File: src/rtl/ir_receiver_nec_if.sv
// Decoded-frame side of the NEC IR receiver: strobes, held frame fields, status.
// The decoder drives the master modport; consumers attach to the slave modport.
interface ir_receiver_nec_if;
   logic        valid;
   logic        err;
   logic        repeat_out;
   logic [7:0]  addr;
   logic [7:0]  cmd;
   logic [31:0] data;
   logic        busy;
   logic [3:0]  rx_status;

   modport master (output valid, err, repeat_out, addr, cmd, data, busy, rx_status);
   modport slave  (input  valid, err, repeat_out, addr, cmd, data, busy, rx_status);
endinterface

File: src/rtl/ir_receiver_nec.sv
// NEC IR frame decoder: times marks/spaces on demodulated IR and emits addr/cmd strobes.
// Define IR_RX_REPEAT_EN to decode NEC repeat frames onto repeat_out.
module ir_receiver_nec #(
   parameter int LEAD_MARK_MIN  = 400000,
   parameter int LEAD_MARK_MAX  = 500000,
   parameter int LEAD_SPACE_MIN = 200000,
   parameter int LEAD_SPACE_MAX = 250000,
   parameter int REP_SPACE_MIN  = 100000,
   parameter int REP_SPACE_MAX  = 125000,
   parameter int BIT_MARK_MAX   = 40000,
   parameter int SPACE_THRESH   = 56250,
   parameter int SPACE_MAX      = 100000
) (
   input  logic              clk,
   input  logic              rst_n,
   input  logic              ir_in,
   ir_receiver_nec_if.master rx
);
   localparam logic [19:0] LM_MIN = 20'(LEAD_MARK_MIN);
   localparam logic [19:0] LM_MAX = 20'(LEAD_MARK_MAX);
   localparam logic [19:0] LS_MIN = 20'(LEAD_SPACE_MIN);
   localparam logic [19:0] LS_MAX = 20'(LEAD_SPACE_MAX);
   localparam logic [19:0] RS_MIN = 20'(REP_SPACE_MIN);
   localparam logic [19:0] RS_MAX = 20'(REP_SPACE_MAX);
   localparam logic [19:0] BM_MAX = 20'(BIT_MARK_MAX);
   localparam logic [19:0] SP_TH  = 20'(SPACE_THRESH);
   localparam logic [19:0] SP_MAX = 20'(SPACE_MAX);

   typedef enum logic [2:0] {
      IDLE       = 3'd0,
      LEAD_MARK  = 3'd1,
      LEAD_SPACE = 3'd2,
      BIT_MARK   = 3'd3,
      BIT_SPACE  = 3'd4,
      REP_STOP   = 3'd5,
      WAIT_HIGH  = 3'd6
   } state_t;

   state_t      state;
   logic [1:0]  sync;
   logic        dly, rise, fall;
   logic [19:0] cnt;
   logic [5:0]  bit_cnt;
   logic [31:0] shreg;
   logic        valid_r, err_r;
   logic [7:0]  addr_r, cmd_r;
   logic [31:0] data_r;
   logic        lead_win, rep_win;

   // Edge strobes are registered, so the FSM sees each edge 3 clk after ir_in moves.
   always_ff @(posedge clk) begin
      if (!rst_n) begin
         sync <= 2'b11;
         dly  <= 1'b1;
         rise <= 1'b0;
         fall <= 1'b0;
         cnt  <= '0;
      end else begin
         sync <= {sync[0], ir_in};
         dly  <= sync[1];
         rise <= sync[1] & ~dly;
         fall <= ~sync[1] & dly;
         if (rise | fall)      cnt <= '0;
         else if (cnt != '1)   cnt <= cnt + 20'd1;
      end
   end

   assign lead_win = (cnt >= LS_MIN) && (cnt <= LS_MAX);
   assign rep_win  = (cnt >= RS_MIN) && (cnt <= RS_MAX);

`ifdef IR_RX_REPEAT_EN
   logic rep_r, have_frame;
`endif

   always_ff @(posedge clk) begin
      if (!rst_n) begin
         state   <= IDLE;
         bit_cnt <= '0;
         shreg   <= '0;
         valid_r <= 1'b0;
         err_r   <= 1'b0;
         addr_r  <= '0;
         cmd_r   <= '0;
         data_r  <= '0;
`ifdef IR_RX_REPEAT_EN
         rep_r      <= 1'b0;
         have_frame <= 1'b0;
`endif
      end else begin
         valid_r <= 1'b0;
         err_r   <= 1'b0;
`ifdef IR_RX_REPEAT_EN
         rep_r   <= 1'b0;
`endif
         case (state)
            IDLE: if (fall) state <= LEAD_MARK;
            // A too-short leader mark is treated as noise and dropped silently.
            LEAD_MARK:
               if (rise)               state <= (cnt >= LM_MIN) ? LEAD_SPACE : IDLE;
               else if (cnt > LM_MAX) begin err_r <= 1'b1; state <= WAIT_HIGH; end
            LEAD_SPACE:
               if (fall) begin
                  if (lead_win) begin
                     state   <= BIT_MARK;
                     bit_cnt <= '0;
                  end else if (rep_win) begin
`ifdef IR_RX_REPEAT_EN
                     state <= REP_STOP;
`else
                     err_r <= 1'b1;
                     state <= IDLE;
`endif
                  end else begin
                     err_r <= 1'b1;
                     state <= IDLE;
                  end
               end else if (cnt > LS_MAX) begin
                  err_r <= 1'b1;
                  state <= IDLE;
               end
            BIT_MARK:
               if (cnt > BM_MAX) begin
                  err_r <= 1'b1;
                  state <= WAIT_HIGH;
               end else if (rise) begin
                  if (bit_cnt == 6'd32) begin
                     state <= IDLE;
                     if (shreg[15:8] == ~shreg[7:0] && shreg[31:24] == ~shreg[23:16]) begin
                        valid_r <= 1'b1;
                        data_r  <= shreg;
                        addr_r  <= shreg[7:0];
                        cmd_r   <= shreg[23:16];
`ifdef IR_RX_REPEAT_EN
                        have_frame <= 1'b1;
`endif
                     end else begin
                        err_r <= 1'b1;
                     end
                  end else begin
                     state <= BIT_SPACE;
                  end
               end
            BIT_SPACE:
               if (fall) begin
                  shreg   <= {cnt >= SP_TH, shreg[31:1]};
                  bit_cnt <= bit_cnt + 6'd1;
                  state   <= BIT_MARK;
               end else if (cnt > SP_MAX) begin
                  err_r <= 1'b1;
                  state <= IDLE;
               end
`ifdef IR_RX_REPEAT_EN
            REP_STOP:
               if (cnt > BM_MAX) begin
                  err_r <= 1'b1;
                  state <= WAIT_HIGH;
               end else if (rise) begin
                  rep_r <= have_frame;
                  err_r <= ~have_frame;
                  state <= IDLE;
               end
`endif
            WAIT_HIGH: if (sync[1]) state <= IDLE;
            default:   state <= IDLE;
         endcase
      end
   end

   assign rx.valid     = valid_r;
   assign rx.err       = err_r;
   assign rx.addr      = addr_r;
   assign rx.cmd       = cmd_r;
   assign rx.data      = data_r;
   assign rx.busy      = (state != IDLE);
   assign rx.rx_status = {1'b0, state};
`ifdef IR_RX_REPEAT_EN
   assign rx.repeat_out = rep_r;
`else
   assign rx.repeat_out = 1'b0;
`endif
endmodule

File: src/flat_wrapper.sv
// flat-port wrapper written by rule: the top's interface ports become plain ports
module ir_receiver_nec_flat 
#(
   parameter int LEAD_MARK_MIN  = 400000,
   parameter int LEAD_MARK_MAX  = 500000,
   parameter int LEAD_SPACE_MIN = 200000,
   parameter int LEAD_SPACE_MAX = 250000,
   parameter int REP_SPACE_MIN  = 100000,
   parameter int REP_SPACE_MAX  = 125000,
   parameter int BIT_MARK_MAX   = 40000,
   parameter int SPACE_THRESH   = 56250,
   parameter int SPACE_MAX      = 100000
)
  (clk, rst_n, ir_in, rx_valid, rx_err, rx_repeat_out, rx_addr, rx_cmd, rx_data, rx_busy, rx_rx_status);
  ir_receiver_nec_if rx_i ();
  input  logic clk;
  input  logic rst_n;
  input  logic ir_in;
  output wire logic [$bits(rx_i.valid)-1:0] rx_valid;
  output wire logic [$bits(rx_i.err)-1:0] rx_err;
  output wire logic [$bits(rx_i.repeat_out)-1:0] rx_repeat_out;
  output wire logic [$bits(rx_i.addr)-1:0] rx_addr;
  output wire logic [$bits(rx_i.cmd)-1:0] rx_cmd;
  output wire logic [$bits(rx_i.data)-1:0] rx_data;
  output wire logic [$bits(rx_i.busy)-1:0] rx_busy;
  output wire logic [$bits(rx_i.rx_status)-1:0] rx_rx_status;
  assign rx_valid = rx_i.valid;
  assign rx_err = rx_i.err;
  assign rx_repeat_out = rx_i.repeat_out;
  assign rx_addr = rx_i.addr;
  assign rx_cmd = rx_i.cmd;
  assign rx_data = rx_i.data;
  assign rx_busy = rx_i.busy;
  assign rx_rx_status = rx_i.rx_status;
  ir_receiver_nec #(.LEAD_MARK_MIN(LEAD_MARK_MIN), .LEAD_MARK_MAX(LEAD_MARK_MAX), .LEAD_SPACE_MIN(LEAD_SPACE_MIN), .LEAD_SPACE_MAX(LEAD_SPACE_MAX), .REP_SPACE_MIN(REP_SPACE_MIN), .REP_SPACE_MAX(REP_SPACE_MAX), .BIT_MARK_MAX(BIT_MARK_MAX), .SPACE_THRESH(SPACE_THRESH), .SPACE_MAX(SPACE_MAX)) u_core (.clk(clk), .rst_n(rst_n), .ir_in(ir_in), .rx(rx_i));
endmodule
File: config.mk
export PLATFORM = sky130hd
export DESIGN_NAME = ir_receiver_nec_flat
export DESIGN_NICKNAME = d
export VERILOG_FILES = /design/src/rtl/ir_receiver_nec_if.sv /design/src/rtl/ir_receiver_nec.sv /design/src/flat_wrapper.sv
export SDC_FILE = /design/constraint.sdc
export NUM_CORES = 1
export LEC_CHECK = 0
export BUFFER_PORTS_ARGS = -buffer_cell sky130_fd_sc_hd__buf_4
export CORE_MARGIN = 1.5
export CORE_UTILIZATION = 45
export DETAILED_ROUTE_END_ITERATION = 12
export SYNTH_ARGS = -nofsm -noshare
export SYNTH_HDL_FRONTEND = slang
export SYNTH_SLANG_ARGS = --single-unit
File: constraint.sdc
create_clock -name clk -period 3.9 [get_ports clk]
set_clock_uncertainty 0.15 [all_clocks]
set_input_delay 0.39 -clock clk [delete_from_list [all_inputs] [get_ports clk]]
set_output_delay 0.39 -clock clk [all_outputs]
set_load 0.02 [all_outputs]
==> flow_summary.ini <==
[final_layout]
multi_input_area_um2 = 2620
n_fill_cell = 1032
seq_area_um2 = 2000
drive_gt1_frac = 0.143
insertedDiodeCount = 0
layout_commonest_cell = dfxtp_1
fin_nets = 602
syn_to_final_growth_pct = 9.59
mostFrequentLayoutCells = 100 x dfxtp_1, 89 x nand2_1, 58 x buf_4, 34 x nor2b_1, 34 x mux2i_1
final_area_um2 = 5490

[critical_path]
startpoint_type = flop
crit_arrival_ps = 2590
end_kind = flop
crit_fanout = 32
required_ps = 4020
critPathKind = flop to flop

[clock_tree]
clk_pin_slew_ps = 100
root_buffer = clkbuf_8
cts_tree = yes
postCtsSetupBuffers = 0
clk_latency_ps = 370
clock_path_buffers = 2
cts.sinks = 100
cts_hold_buf = 0
ctsResizeCount = 0
numCtsBuffers = 9
htreeDepth = 3

[routing]
route.met3.wl_um = 498
top_layer_used = met4
drtPass1Iterations = 4
routedWlPerCell_um = 14.7
dr.first_iter.drc_count = 199
routed_wl_um = 10900
wl_met1_um = 5420
dr_wl_met2_um = 4760
detail-route-antenna-nets = 0
routed-via-count = 4032
vias_per_cell = 5.45
drc = 0

[pwr]
peakVddDrop_mv = 0.192
power_leakage_nw = 2.12
p_per_area_nw_per_um2 = 351

[timing]
max_freq_mhz = 404
max_slew_margin = 0.251
setup_violations = 0
fin_crit_ps = 2470
fin_crit_sh = 0.634
maxSlewViolCount = 0
finalSetupTns_ps = 0
worst_pin_slew_ps = 1120
rsz0062_at_grt = false
hold_viol_final = 0

[global_route]
antenna_found_initial = 0
grt_pass1_vias = 3672
grt-ovfl-total = 0
grt_first_pass_wirelength_um = 18100
grt_use_total = 0.195
grt_start_max_net_pins = 66

[yosys]
ys_async_sr_fraction = 0
postSynthCellCount = 585
ys_seq_elements = 100
syn_area_um2 = 5010
synth.avg_cell_area_um2 = 8.56
synth_edf_count = 0
ys_warn_count = 0
synth_cell_types = 63
synth_top_flop_cell = dfxtp_1
synth-seq-area-share = 0.400

[placement]
port_buffers = 56
hpwlAfterDp_um = 7430
place_congestion = 0.868
placed_area_um2 = 5280

[die]
start_util = 0.462
std_cell_rows = 38
dieWidth_um = 109
die_h_um = 109
dieArea_um2 = 11800
io_pins = 59
coreArea_um2 = 10800

[hold_path]
hold_class = primary input to flop

[run]
drv_cap = 0

[outcome]
status = complete, no violations
report_power, final:
| group | total (mW) | switching (mW) | internal (mW) | leakage, nW |
|---|---|---|---|---|
| logic | 0.173 | 0.0948 | 0.0782 | 1.22 |
| clock network | 0.689 | 0.370 | 0.319 | 0.0991 |
| registers | 1.07 | 0.0325 | 1.03 | 0.807 |
synthesized netlist by cell type (all sizes together), types with 2 or more instances:
master   number  area [µm²]
a21boi       22         165
a21o          3        22.5
a21oi        28         144
a31oi         6        37.5
a41oi         3        26.3
and2          5        31.3
and3          3        18.8
and3b         2        17.5
and4          3        26.3
and4b         2        20.0
buf          40         277
clkbuf       20        75.1
dfxtp       100        2000
ha            4        50.1
inv          12        45.0
mux2i        34         340
nand2        89         334
nand2b        9        56.3
nand3        10        62.6
nand4        14        93.8
nand4b        2        17.5
nor2         33         126
nor2b        34         213
nor3         11        55.1
nor4         19         131
nor4b         2        17.5
o2111ai       2        17.5
o211ai        2        15.0
o21ai        12        60.1
o21bai        2        15.0
o311a         2        20.0
o31ai         2        28.8
or3           7        48.8
xnor2        24         210
xor2          5        43.8
flip-flops by register name (all words and copies together) (netlist names):
signal / cells
u_core.bit_cnt: 6
u_core.dly: 1
u_core.rx.err: 1
u_core.cnt: 20
u_core.rx.valid: 1
u_core.fall: 1
u_core.shreg: 32
u_core.rise: 1
u_core.rx.data: 32
u_core.sync: 2
u_core.state: 3
worst paths after layout:
check	startpoint	end	slack (ps)	depth (start not counted)
max	u_core.cnt[0]	u_core.rx.data[23]	1430	9
min	ir_in	u_core.sync[0]	50	2
max reg2reg	u_core.cnt[0]	u_core.rx.data[23]	1430	9
min reg2reg	u_core.dly	u_core.rise	260	1
cells by family (layout without fill, tap and decap cells):
family | count (synthesis) | count (layout) | synth area share
adders and majority gates | 4 | 4 | 0.00999
DFF | 100 | 100 | 0.400
xor gates and xnor gates | 29 | 29 | 0.0507
buffers and inverters | 73 | 87 | 0.0799
AOI/OAI and AO/OA | 93 | 93 | 0.127
muxes | 34 | 34 | 0.0679
other | 1 | 2 | 0.000749
and+or+nand+nor | 251 | 251 | 0.264
critical path, cell delays in order (launching register included):
cell,delay [ps]
dfxtp_1,390
inv_1,100
ha_1,170
nand4bb_1,150
o41ai_1,410
a21o_1,250
nand4_1,90
buf_4,350
mux2i_1,230
nor2b_1,60
routing by layer:
metal	GRT usage	vias to the layer above
met5	0	-
li1	-	2019
met2	0.288	106
met1	0.275	1888
met3	0.0416	19
met4	0.0780	0
through the flow:
step                      instances  utilization  worst slack [ps]  hold slack (ps)  total power [mW]
after global routing            740        0.506              1190             54.3              2.01
final                           740        0.506              1430             52.1              1.93
after detailed placement        724        0.487              1480              247              1.26
after CTS                       740        0.506              1460             45.5              1.95
after global placement          724        0.487              1490              239              1.26
after floorplan                 586            -              1780              233              1.22
layout make-up:
| cell class | instances | share of cell area |
|---|---|---|
| tap | 140 | 0.0319 |
| multi-input combinational | 413 | 0.477 |
| clock buffer | 10 | 0.0251 |
| sequential | 100 | 0.365 |
| timing repair buffer | 58 | 0.0793 |
| clock inverter | 6 | 0.0130 |
| inverter | 13 | 0.00889 |
(Power assumes the default switching activity.)
